File: src/rtl/mem_arb_if.sv
// Bus bundle between two memory requesters, the arbiter and a shared single-port RAM.
// Handshake: a request transfers in a cycle where mX_valid and mX_ready are both high;
// valid may not depend on ready, ready is a same-cycle response, and rsp_valid is a
// one-cycle pulse qualifying rdata. ram_* strobes are high only in the transfer cycle.
interface mem_arb_if #(
  parameter int AW = 32
);
  logic          m0_valid;
  logic          m0_ready;
  logic          m0_write;
  logic [AW-1:0] m0_addr;
  logic [31:0]   m0_wdata;
  logic          m0_rsp_valid;
  logic [31:0]   m0_rdata;

  logic          m1_valid;
  logic          m1_ready;
  logic          m1_write;
  logic [AW-1:0] m1_addr;
  logic [31:0]   m1_wdata;
  logic          m1_rsp_valid;
  logic [31:0]   m1_rdata;

  logic          ram_read;
  logic          ram_write;
  logic [AW-1:0] ram_addr;
  logic [31:0]   ram_wdata;
  logic [31:0]   ram_rdata;

  modport slave (
    input  m0_valid, m0_write, m0_addr, m0_wdata,
    output m0_ready, m0_rsp_valid, m0_rdata,
    input  m1_valid, m1_write, m1_addr, m1_wdata,
    output m1_ready, m1_rsp_valid, m1_rdata,
    output ram_read, ram_write, ram_addr, ram_wdata,
    input  ram_rdata
  );

  modport master (
    output m0_valid, m0_write, m0_addr, m0_wdata,
    input  m0_ready, m0_rsp_valid, m0_rdata,
    output m1_valid, m1_write, m1_addr, m1_wdata,
    input  m1_ready, m1_rsp_valid, m1_rdata,
    input  ram_read, ram_write, ram_addr, ram_wdata,
    output ram_rdata
  );
endinterface

File: src/rtl/mem_arb.sv
// Two-requester arbiter for a shared single-port RAM with 1-cycle load responses.
// MEM_ARB_RR_EN defined: round-robin under contention; undefined: m0 priority with HOLD_MAX anti-starvation.
module mem_arb #(
  parameter int AW       = 32,
  parameter int HOLD_MAX = 4
) (
  input logic       clk,
  input logic       rst,
  mem_arb_if.slave  bus
);
  localparam logic [3:0] HOLD_LIM = 4'(HOLD_MAX);

  // ptr_q = 1 means m0 was granted most recently, so m1 is favoured next.
  logic        ptr_q, ptr_d;
  logic [3:0]  hold_q, hold_d;
  logic        rsp0_q, rsp0_d, rsp1_q, rsp1_d;
  logic [31:0] rdata0_q, rdata0_d, rdata1_q, rdata1_d;

  logic          both, at_limit, accept, gnt_m1, same;
  logic          sel_write;
  logic [AW-1:0] sel_addr;
  logic [31:0]   sel_wdata;

  always_comb begin
    both     = bus.m0_valid & bus.m1_valid;
    at_limit = (hold_q >= HOLD_LIM);
    accept   = ~rst & (bus.m0_valid | bus.m1_valid);
    if (both) begin
`ifdef MEM_ARB_RR_EN
      gnt_m1 = ptr_q;
`else
      gnt_m1 = ptr_q & at_limit;
`endif
    end else begin
      gnt_m1 = bus.m1_valid;
    end
    same      = gnt_m1 ^ ptr_q;
    sel_write = gnt_m1 ? bus.m1_write : bus.m0_write;
    sel_addr  = gnt_m1 ? bus.m1_addr  : bus.m0_addr;
    sel_wdata = gnt_m1 ? bus.m1_wdata : bus.m0_wdata;
  end

  always_comb begin
    bus.m0_ready  = accept & ~gnt_m1;
    bus.m1_ready  = accept & gnt_m1;
    bus.ram_read  = accept & ~sel_write;
    bus.ram_write = accept & sel_write;
    bus.ram_addr  = accept ? sel_addr  : '0;
    bus.ram_wdata = accept ? sel_wdata : '0;
    // A response registered just before reset must not escape during the reset cycle.
    bus.m0_rsp_valid = rsp0_q & ~rst;
    bus.m1_rsp_valid = rsp1_q & ~rst;
    bus.m0_rdata     = rst ? '0 : rdata0_q;
    bus.m1_rdata     = rst ? '0 : rdata1_q;
  end

  always_comb begin
    ptr_d    = ptr_q;
    hold_d   = 4'd0;
    rsp0_d   = 1'b0;
    rsp1_d   = 1'b0;
    rdata0_d = rdata0_q;
    rdata1_d = rdata1_q;
    if (accept) begin
      ptr_d = ~gnt_m1;
      // The first accept of a run counts as 1, so HOLD_MAX accepts happen before the force.
      if (both) begin
        hold_d = same ? ((hold_q == 4'hf) ? hold_q : hold_q + 4'd1) : 4'd1;
      end
      if (!sel_write) begin
        if (gnt_m1) begin
          rsp1_d   = 1'b1;
          rdata1_d = bus.ram_rdata;
        end else begin
          rsp0_d   = 1'b1;
          rdata0_d = bus.ram_rdata;
        end
      end
    end
  end

  always_ff @(posedge clk) begin
    if (rst) begin
      ptr_q    <= 1'b0;
      hold_q   <= 4'd0;
      rsp0_q   <= 1'b0;
      rsp1_q   <= 1'b0;
      rdata0_q <= '0;
      rdata1_q <= '0;
    end else begin
      ptr_q    <= ptr_d;
      hold_q   <= hold_d;
      rsp0_q   <= rsp0_d;
      rsp1_q   <= rsp1_d;
      rdata0_q <= rdata0_d;
      rdata1_q <= rdata1_d;
    end
  end
endmodule

File: src/flat_wrapper.sv
// flat-port wrapper written by rule: the top's interface ports become plain ports
module mem_arb_flat 
#(
  parameter int AW       = 32,
  parameter int HOLD_MAX = 4
)
  (clk, rst, bus_m0_valid, bus_m0_write, bus_m0_addr, bus_m0_wdata, bus_m0_ready, bus_m0_rsp_valid, bus_m0_rdata, bus_m1_valid, bus_m1_write, bus_m1_addr, bus_m1_wdata, bus_m1_ready, bus_m1_rsp_valid, bus_m1_rdata, bus_ram_read, bus_ram_write, bus_ram_addr, bus_ram_wdata, bus_ram_rdata);
  mem_arb_if #(.AW(AW)) bus_i ();
  input logic clk;
  input logic rst;
  input wire logic [$bits(bus_i.m0_valid)-1:0] bus_m0_valid;
  input wire logic [$bits(bus_i.m0_write)-1:0] bus_m0_write;
  input wire logic [$bits(bus_i.m0_addr)-1:0] bus_m0_addr;
  input wire logic [$bits(bus_i.m0_wdata)-1:0] bus_m0_wdata;
  output wire logic [$bits(bus_i.m0_ready)-1:0] bus_m0_ready;
  output wire logic [$bits(bus_i.m0_rsp_valid)-1:0] bus_m0_rsp_valid;
  output wire logic [$bits(bus_i.m0_rdata)-1:0] bus_m0_rdata;
  input wire logic [$bits(bus_i.m1_valid)-1:0] bus_m1_valid;
  input wire logic [$bits(bus_i.m1_write)-1:0] bus_m1_write;
  input wire logic [$bits(bus_i.m1_addr)-1:0] bus_m1_addr;
  input wire logic [$bits(bus_i.m1_wdata)-1:0] bus_m1_wdata;
  output wire logic [$bits(bus_i.m1_ready)-1:0] bus_m1_ready;
  output wire logic [$bits(bus_i.m1_rsp_valid)-1:0] bus_m1_rsp_valid;
  output wire logic [$bits(bus_i.m1_rdata)-1:0] bus_m1_rdata;
  output wire logic [$bits(bus_i.ram_read)-1:0] bus_ram_read;
  output wire logic [$bits(bus_i.ram_write)-1:0] bus_ram_write;
  output wire logic [$bits(bus_i.ram_addr)-1:0] bus_ram_addr;
  output wire logic [$bits(bus_i.ram_wdata)-1:0] bus_ram_wdata;
  input wire logic [$bits(bus_i.ram_rdata)-1:0] bus_ram_rdata;
  assign bus_i.m0_valid = bus_m0_valid;
  assign bus_i.m0_write = bus_m0_write;
  assign bus_i.m0_addr = bus_m0_addr;
  assign bus_i.m0_wdata = bus_m0_wdata;
  assign bus_m0_ready = bus_i.m0_ready;
  assign bus_m0_rsp_valid = bus_i.m0_rsp_valid;
  assign bus_m0_rdata = bus_i.m0_rdata;
  assign bus_i.m1_valid = bus_m1_valid;
  assign bus_i.m1_write = bus_m1_write;
  assign bus_i.m1_addr = bus_m1_addr;
  assign bus_i.m1_wdata = bus_m1_wdata;
  assign bus_m1_ready = bus_i.m1_ready;
  assign bus_m1_rsp_valid = bus_i.m1_rsp_valid;
  assign bus_m1_rdata = bus_i.m1_rdata;
  assign bus_ram_read = bus_i.ram_read;
  assign bus_ram_write = bus_i.ram_write;
  assign bus_ram_addr = bus_i.ram_addr;
  assign bus_ram_wdata = bus_i.ram_wdata;
  assign bus_i.ram_rdata = bus_ram_rdata;
  mem_arb #(.AW(AW), .HOLD_MAX(HOLD_MAX)) u_core (.clk(clk), .rst(rst), .bus(bus_i));
endmodule
File: config.mk
export PLATFORM = sky130hd
export DESIGN_NAME = mem_arb_flat
export DESIGN_NICKNAME = d
export VERILOG_FILES = /design/src/rtl/mem_arb_if.sv /design/src/rtl/mem_arb.sv /design/src/flat_wrapper.sv
export SDC_FILE = /design/constraint.sdc
export NUM_CORES = 1
export LEC_CHECK = 0
export CAP_MARGIN = 20
export CORE_AREA = 2 2 117 119
export CTS_CLUSTER_SIZE = 16
export DETAILED_ROUTE_END_ITERATION = 7
export DIE_AREA = 0 0 119 121
export PLACE_DENSITY = 0.67
export SLEW_MARGIN = 20
export SYNTH_ARGS = -nofsm -noshare
export SYNTH_HDL_FRONTEND = slang
export SYNTH_SLANG_ARGS = --single-unit
File: constraint.sdc
create_clock -name clk -period 2.5 [get_ports clk]
set_input_delay 0.375 -clock clk [delete_from_list [all_inputs] [get_ports clk]]
set_output_delay 0.375 -clock clk [all_outputs]
set_load 0.005 [all_outputs]
==> results of run 1 <==
cells in the mapped netlist, drive strengths merged:
| library cell | n |
|---|---|
| mux2 | 32 |
| inv | 34 |
| ha | 1 |
| a21oi | 1 |
| buf | 23 |
| a22o | 64 |
| and3b | 1 |
| nor2 | 2 |
| and4 | 1 |
| a31o | 1 |
| nor3b | 1 |
| dfxtp | 71 |
| a2111oi | 1 |
| and2 | 2 |
| nand2b | 32 |
| o211ai | 1 |
| conb | 1 |
| o2bb2ai | 33 |
| nand2 | 3 |
| o21ai | 2 |
| and4b | 1 |
| a21boi | 1 |
| nor2b | 35 |
| a31oi | 1 |
| clkbuf | 9 |
| or2 | 1 |
kinds of logic (layout without fill, tap and decap cells):
group | after synthesis | in the layout | share of synthesized area, %
AOI/OAI and AO/OA | 105 | 105 | 26.2
other | 1 | 4 | 0.106
buffers and inverters | 66 | 372 | 8.96
adders and majority gates | 1 | 1 | 0.354
muxes | 32 | 32 | 10.2
and+or+nand+nor | 79 | 79 | 14.0
DFF | 71 | 71 | 40.2
state kept, by name, indices dropped and copies added, names as in the netlist:
signal           count
u_core.rsp0_q        1
u_core.hold_q        4
u_core.rdata1_q     32
u_core.ptr_q         1
u_core.rdata0_q     32
u_core.rsp1_q        1
per-layer routing:
| layer | part of all wire, % | track usage [%] |
|---|---|---|
| met5 | 0.082 | 0 |
| met4 | 3.4 | 9.45 |
| met3 | 9.9 | 8.88 |
| met2 | 51 | 38.1 |
| met1 | 36 | 21.9 |
stage by stage:
stage | util, % | cell area (sq um) | hold slack [ns] | total power [uW]
final | 55.2 | 7230 | 0.456 | 3440
after global routing | 55.2 | 7220 | 0.479 | 3580
after CTS | 54.9 | 7180 | 0.455 | 3490
after detailed placement | 51.7 | 6760 | 0.447 | 2010
after global placement | 51.7 | 6760 | 0.443 | 2010
after floorplan | - | 3530 | 0.427 | 1460
worst paths after layout:
path	startpoint	to	cells past startpoint
max	u_core.hold_q[2]$_SDFFE_PP0P_	bus_ram_addr[10]	5
min	u_core.hold_q[0]$_SDFFE_PP0P_	u_core.hold_q[0]$_SDFFE_PP0P_	1
min reg2reg	u_core.hold_q[0]$_SDFFE_PP0P_	u_core.hold_q[0]$_SDFFE_PP0P_	1
max reg2reg	u_core.hold_q[2]$_SDFFE_PP0P_	u_core.rdata0_q[5]$_SDFFE_PP0P_	6
power by group through the flow:
stage	Sequential, uW	Clock (uW)	Combinational, uW
floorplan	1220	0	243
global placement	1220	0	785
detailed placement	1220	0	787
CTS	1200	1490	801
global route	1200	1540	836
finish	1200	1450	787
cell type report:
cell class,count,area [sq um],area share [%]
Antenna cell,3,7.51,0.104
Clock buffer,10,239,3.31
Clock inverter,6,108,1.49
Inverter,34,128,1.77
Multi-Input combinational cell,218,1820,25.2
Sequential cell,71,1420,19.7
Tap cell,176,220,3.05
Timing Repair Buffer,322,3280,45.4
repair_timing:
action	4_1_cts	5_1_grt
cloned	2	0
setup endpoints to repair	64	52
setup buffers	0	1
pin swaps	0	5
resized for setup	21	13
==> flow_summary.json, run 1 <==
{
  "grt_pass1_vias": 3925,
  "finalNonFillerCells": 840,
  "start_util_pct": 27.0,
  "drtAntennaViolNets": 0,
  "hold_violations": 0,
  "cts.sinks": 71,
  "powerDensity_mw_per_mm2": 476,
  "syn_nets": 522,
  "num_vias": 3863,
  "seq_power_share_pct": 34.9,
  "finClkSkew_ns": 0.00596,
  "startpoint_type": "register",
  "switchingPower_uw": 725,
  "drt-total-wl_um": 15800,
  "vdd_ir_drop_max_v": 0.000378,
  "root_buffer": "clkbuf_16",
  "setup_viol": 0,
  "yosysTopAreaCell": "dfxtp_1",
  "synth_cells": 355,
  "p_clk_share_pct": 42.2,
  "nets": 823,
  "grt_start_max_net_pins": 42,
  "synth_cell_types": 30,
  "status": "finished clean",
  "synth_area_leaders": "dfxtp_1 40%, a22o_1 16%, mux2_2 10%, o2bb2ai_1 8.2%, nor2b_1 6.0%",
  "yosys_warnings": 0,
  "fmax_mhz": 404,
  "htreeDepth": 3,
  "area_growth_pct": 104,
  "arrival_ns": 2.10,
  "num-fill-cells": 1153,
  "worst_slack_ns": 0.0254,
  "coreArea_sq_mm": 0.0131,
  "maxSlewViolCount": 0,
  "crit_required_ns": 2.12,
  "rsz0062_at_grt": "true",
  "power_leakage_uw": 0.00325,
  "synth_top_cell_area_share_pct": 40.2,
  "die_h_um": 121,
  "ys_ff_latch": 71,
  "num_rows": 42,
  "final_common_cell": "clkdlybuf4s50_1",
  "setup_tns_ns": 0,
  "track_usage_pct": 21.4,
  "drcViolationCount": 0,
  "vias_per_cell": 4.60,
  "first_pass_iters": 4,
  "cts_hold_buf": 0,
  "cp_top_family": "buffers and inverters",
  "path_class": "reg2out",
  "syn-cell-area_sq_mm": 0.00353,
  "cts_buffer_depth": 2,
  "min_path_type": "reg2reg",
  "overflow": 0,
  "numCtsBuffers": 9,
  "layout-drive-gt1-share_pct": 12.3,
  "die_area_sq_mm": 0.0144,
  "grt_pass1_wl_um": 23300,
  "port_buffers": 299,
  "cp_slowest_cell": "clkdlybuf4s50_1",
  "p_int_uw": 2710,
  "cap_violations": 0,
  "comb_power_share_pct": 22.9,
  "place_inst": 818,
  "clk_latency_ns": 0.32,
  "place_ws_ns": -0.139,
  "rrSetupSlack_ns": 0.73,
  "fp.dieW_um": 119,
  "wl_per_cell_um": 18.9,
  "synth_seq_area_share_pct": 40.2,
  "place.gp.congestion": 0.872,
  "max_stage_delay_ns": 0.53,
  "path_clk_slew_ns": 0.05,
  "switching_share_pct": 21.1,
  "cp.buffers_inverters": 2,
  "layout_common_cells": "271 x clkdlybuf4s50_1, 70 x dfxtp_1, 64 x a22o_1, 34 x nor2b_1, 34 x inv_1",
  "cp_max_fo": 41,
  "post-route-period-util_pct": 99.0,
  "antenna_found_initial": 5,
  "cts_tree": "done",
  "drt_iter0_drc": 88,
  "cp_cell_sequence": "o211ai_1 -> and3b_2 -> buf_12 -> a22o_1 -> clkdlybuf4s50_1",
  "synth.avg_cell_area_sq_um": 9.96,
  "cp-end-kind": "output port",
  "min_period_ns": 2.47,
  "io_pins": 300,
  "dp_hpwl_um": 12700
}
No activity file was read; power rests on OpenSTA's default activity.
==> inputs of run 2 (changes only) <==
Settings changed: CAP_MARGIN 20 to default.
==> results of run 2 <==
Same layout as run 1: the final DEF is identical, and so are final timing and power.
==> inputs of run 3 (changes only) <==
Settings changed: ABC_AREA from default to 1, CORE_AREA 2 2 117 119 to 2 2 118 120, DIE_AREA 0 0 119 121 to 0 0 120 122, PLACE_DENSITY 0.67 to 0.69.
Clock period 2.5 ns to 2.6 ns, I/O delays scaled along.
==> run 3 against run 2 <==
Power down 5.4%. Clock power down 17%. Count of clock-buffer cells in the layout fell by 1. Die area grew 1.7%. Sequential cell count unchanged. Highest routed layer is now met4. Register-to-register slack improved by 0.32 ns. Cell count increased by 39%. Combinational power up 13%. Wire length grew 17%. Largest cell class unchanged. Synthesized area grew 11%. Utilization is 1.4 points higher.
==> flow_summary.json, run 3 <==
{
  "hold_violations": 0,
  "synth_top_family_by_area": "simple AND/OR/NAND/NOR gates",
  "power_leakage_uw": 0.00360,
  "yosys_warnings": 0,
  "startpoint_type": "input pin",
  "finClkSkew_ns": 0.00616,
  "drt-total-wl_um": 18600,
  "antenna_found_initial": 1,
  "fp.dieW_um": 120,
  "cts_hold_buf": 0,
  "timing.rr.start": "u_core.hold_q[3]$_SDFFE_PP0P_",
  "setup_tns_ns": 0,
  "fmax_mhz": 399,
  "drt_iter0_drc": 273,
  "layout_common_cells": "333 x nand2_1, 287 x clkdlybuf4s50_1, 77 x inv_1, 71 x nor2_1, 68 x dfxtp_1",
  "vias_per_cell": 4.40,
  "first_pass_iters": 4,
  "place_inst": 1151,
  "yosys.area_share.adder_pct": 0.318,
  "crit_path_start": "bus_m0_valid",
  "rsz0062_at_grt": "true",
  "clk_latency_ns": 0.33,
  "synth_mux_area_share_pct": 0,
  "switching_share_pct": 26.1,
  "cts_tree": "done",
  "nets": 1153,
  "ys_ff_latch": 71,
  "start_util_pct": 29.2,
  "dp_hpwl_um": 14000,
  "p_clk_share_pct": 36.8,
  "regArea_sq_mm": 0.00143,
  "path_clk_slew_ns": 0.05,
  "switchingPower_uw": 850,
  "finalNonFillerCells": 1171,
  "path_class": "in2out",
  "grt_pass1_vias": 4864,
  "drtAntennaViolNets": 0,
  "min_period_ns": 2.50,
  "htreeDepth": 3,
  "synth_edf_count": 0,
  "arrival_ns": 2.11,
  "final_common_cell": "nand2_1",
  "synth_compound_area_share_pct": 0.635,
  "num_vias": 5147,
  "wl_per_cell_um": 15.9,
  "numCtsBuffers": 9,
  "num_rows": 43,
  "overflow": 0,
  "synth_cells": 686,
  "cap_violations": 0,
  "synth_xor_area_share_pct": 0,
  "cp-end-kind": "output port",
  "port_buffers": 299,
  "crit_required_ns": 2.21,
  "drcViolationCount": 0,
  "yosysMostFrequentCell": "nand2_1",
  "coreArea_sq_mm": 0.0135,
  "root_buffer": "clkbuf_16",
  "cts_buffer_depth": 2,
  "worst_slack_ns": 0.0956,
  "seq_power_share_pct": 35.8,
  "synth_top_cell_area_share_pct": 36.1,
  "largestRegisters": "u_core.rdata0_q (32), u_core.rdata1_q (32), u_core.hold_q (4)",
  "synth_cell_types": 19,
  "syn-cell-area_sq_mm": 0.00394,
  "final_util_pct": 56.6,
  "hold_start": "bus_m1_valid",
  "yosys_most_used_dff": "dfxtp_1",
  "num-fill-cells": 1318,
  "post-route-period-util_pct": 96.3,
  "synthTopCellsByCount": "336 x nand2_1, 77 x inv_1, 73 x nor2_1, 71 x dfxtp_1, 40 x nand3_1",
  "cp_max_fo": 7,
  "grt_start_max_net_pins": 34,
  "place.gp.congestion": 0.896,
  "multi_input_area_sq_mm": 0.00202,
  "maxSlewViolCount": 0,
  "powerDensity_mw_per_mm2": 426,
  "cts.sinks": 71,
  "area_growth_pct": 94.0,
  "power_uw": 3250,
  "syn_nets": 853,
  "setup_viol": 0,
  "comb_power_share_pct": 27.4,
  "yosys.area_share.simple_pct": 49.8,
  "die_h_um": 122,
  "yosysTopAreaCell": "dfxtp_1",
  "vdd_ir_drop_max_v": 0.000313,
  "synth.avg_cell_area_sq_um": 5.74,
  "die_area_sq_mm": 0.0146,
  "status": "finished clean",
  "place_ws_ns": -0.178,
  "layout-drive-gt1-share_pct": 6.26,
  "track_usage_pct": 24.7,
  "synth_seq_area_share_pct": 36.1,
  "synth_area_leaders": "dfxtp_1 36%, nand2_1 32%, inv_1 7.3%, nor2_1 7.0%, nand3_1 5.1%",
  "async_reset_ff_share_pct": 0,
  "p_int_uw": 2400,
  "min_path_type": "in2reg",
  "io_pins": 300,
  "grt_pass1_wl_um": 27600
}
run 3: metrics by stage:
stage	area, sq um	hold WS, ns
after floorplan	3940	0.500
after global placement	7230	0.498
after detailed placement	7230	0.500
after CTS	7590	0.513
after global routing	7640	0.504
final	7640	0.469
run 3: worst paths after layout:
check / end / slack [ns] / cells after the start
max reg2reg: u_core.rdata0_q[4]$_SDFFE_PP0P_ / 1.05 / 10
max: bus_ram_addr[12] / 0.1 / 10
min reg2reg: u_core.rdata1_q[21]$_SDFFE_PP0P_ / 0.51 / 4
min: u_core.ptr_q$_SDFFE_PP0P_ / 0.47 / 4
run 3: layout make-up:
| cell class | count | area share, % |
|---|---|---|
| Timing Repair Buffer | 332 | 44.2 |
| Tap cell | 180 | 2.95 |
| Clock inverter | 6 | 0.802 |
| Clock buffer | 9 | 2.95 |
| Antenna cell | 1 | 0.0327 |
| Inverter | 81 | 3.98 |
| Multi-Input combinational cell | 491 | 26.5 |
| Sequential cell | 71 | 18.7 |
run 3: logic make-up after synthesis:
kind of cell | count (synthesis)
buf+inv | 124
other cells | 1
fa+ha+maj | 1
compound gates | 5
simple gates | 484
flops | 71
run 3: power by group through the flow:
stage	clock network, uW	registers, uW	logic (uW)
4_1_cts	1230	1160	895
3_3_place_gp	0	1190	867
6_report	1200	1160	891
3_5_place_dp	0	1190	868
2_1_floorplan	0	1180	275
5_1_grt	1290	1170	963
run 3: critical path, cell delays in order:
cell and delay [ns]:
dlygate4sd2_1 0.27, nand2_2 0.09, inv_1 0.04, nand3_1 0.08, nand2_2 0.08, nor2_4 0.19
bufbuf_16 0.31, nand2_1 0.05, nand2_1 0.06, clkdlybuf4s50_1 0.54
run 3: per-layer routing:
metal  GRT usage (%)  part of all wire [%]  up-vias
li1                -                     -     2671
met3            8.29                   9.7       25
met2            40.5                    46      187
met1            30.7                    42     2264
met5               0                     0        -
met4            7.72                   2.7        0
run 3: repair_timing:
item | CTS | global route
gates cloned | 2 | 0
pin swaps | 1 | 1
hold endpoints to repair | 0 | 0
setup buffers | 1 | 1
gates resized for setup | 7 | 21
setup endpoints to repair | 66 | 60
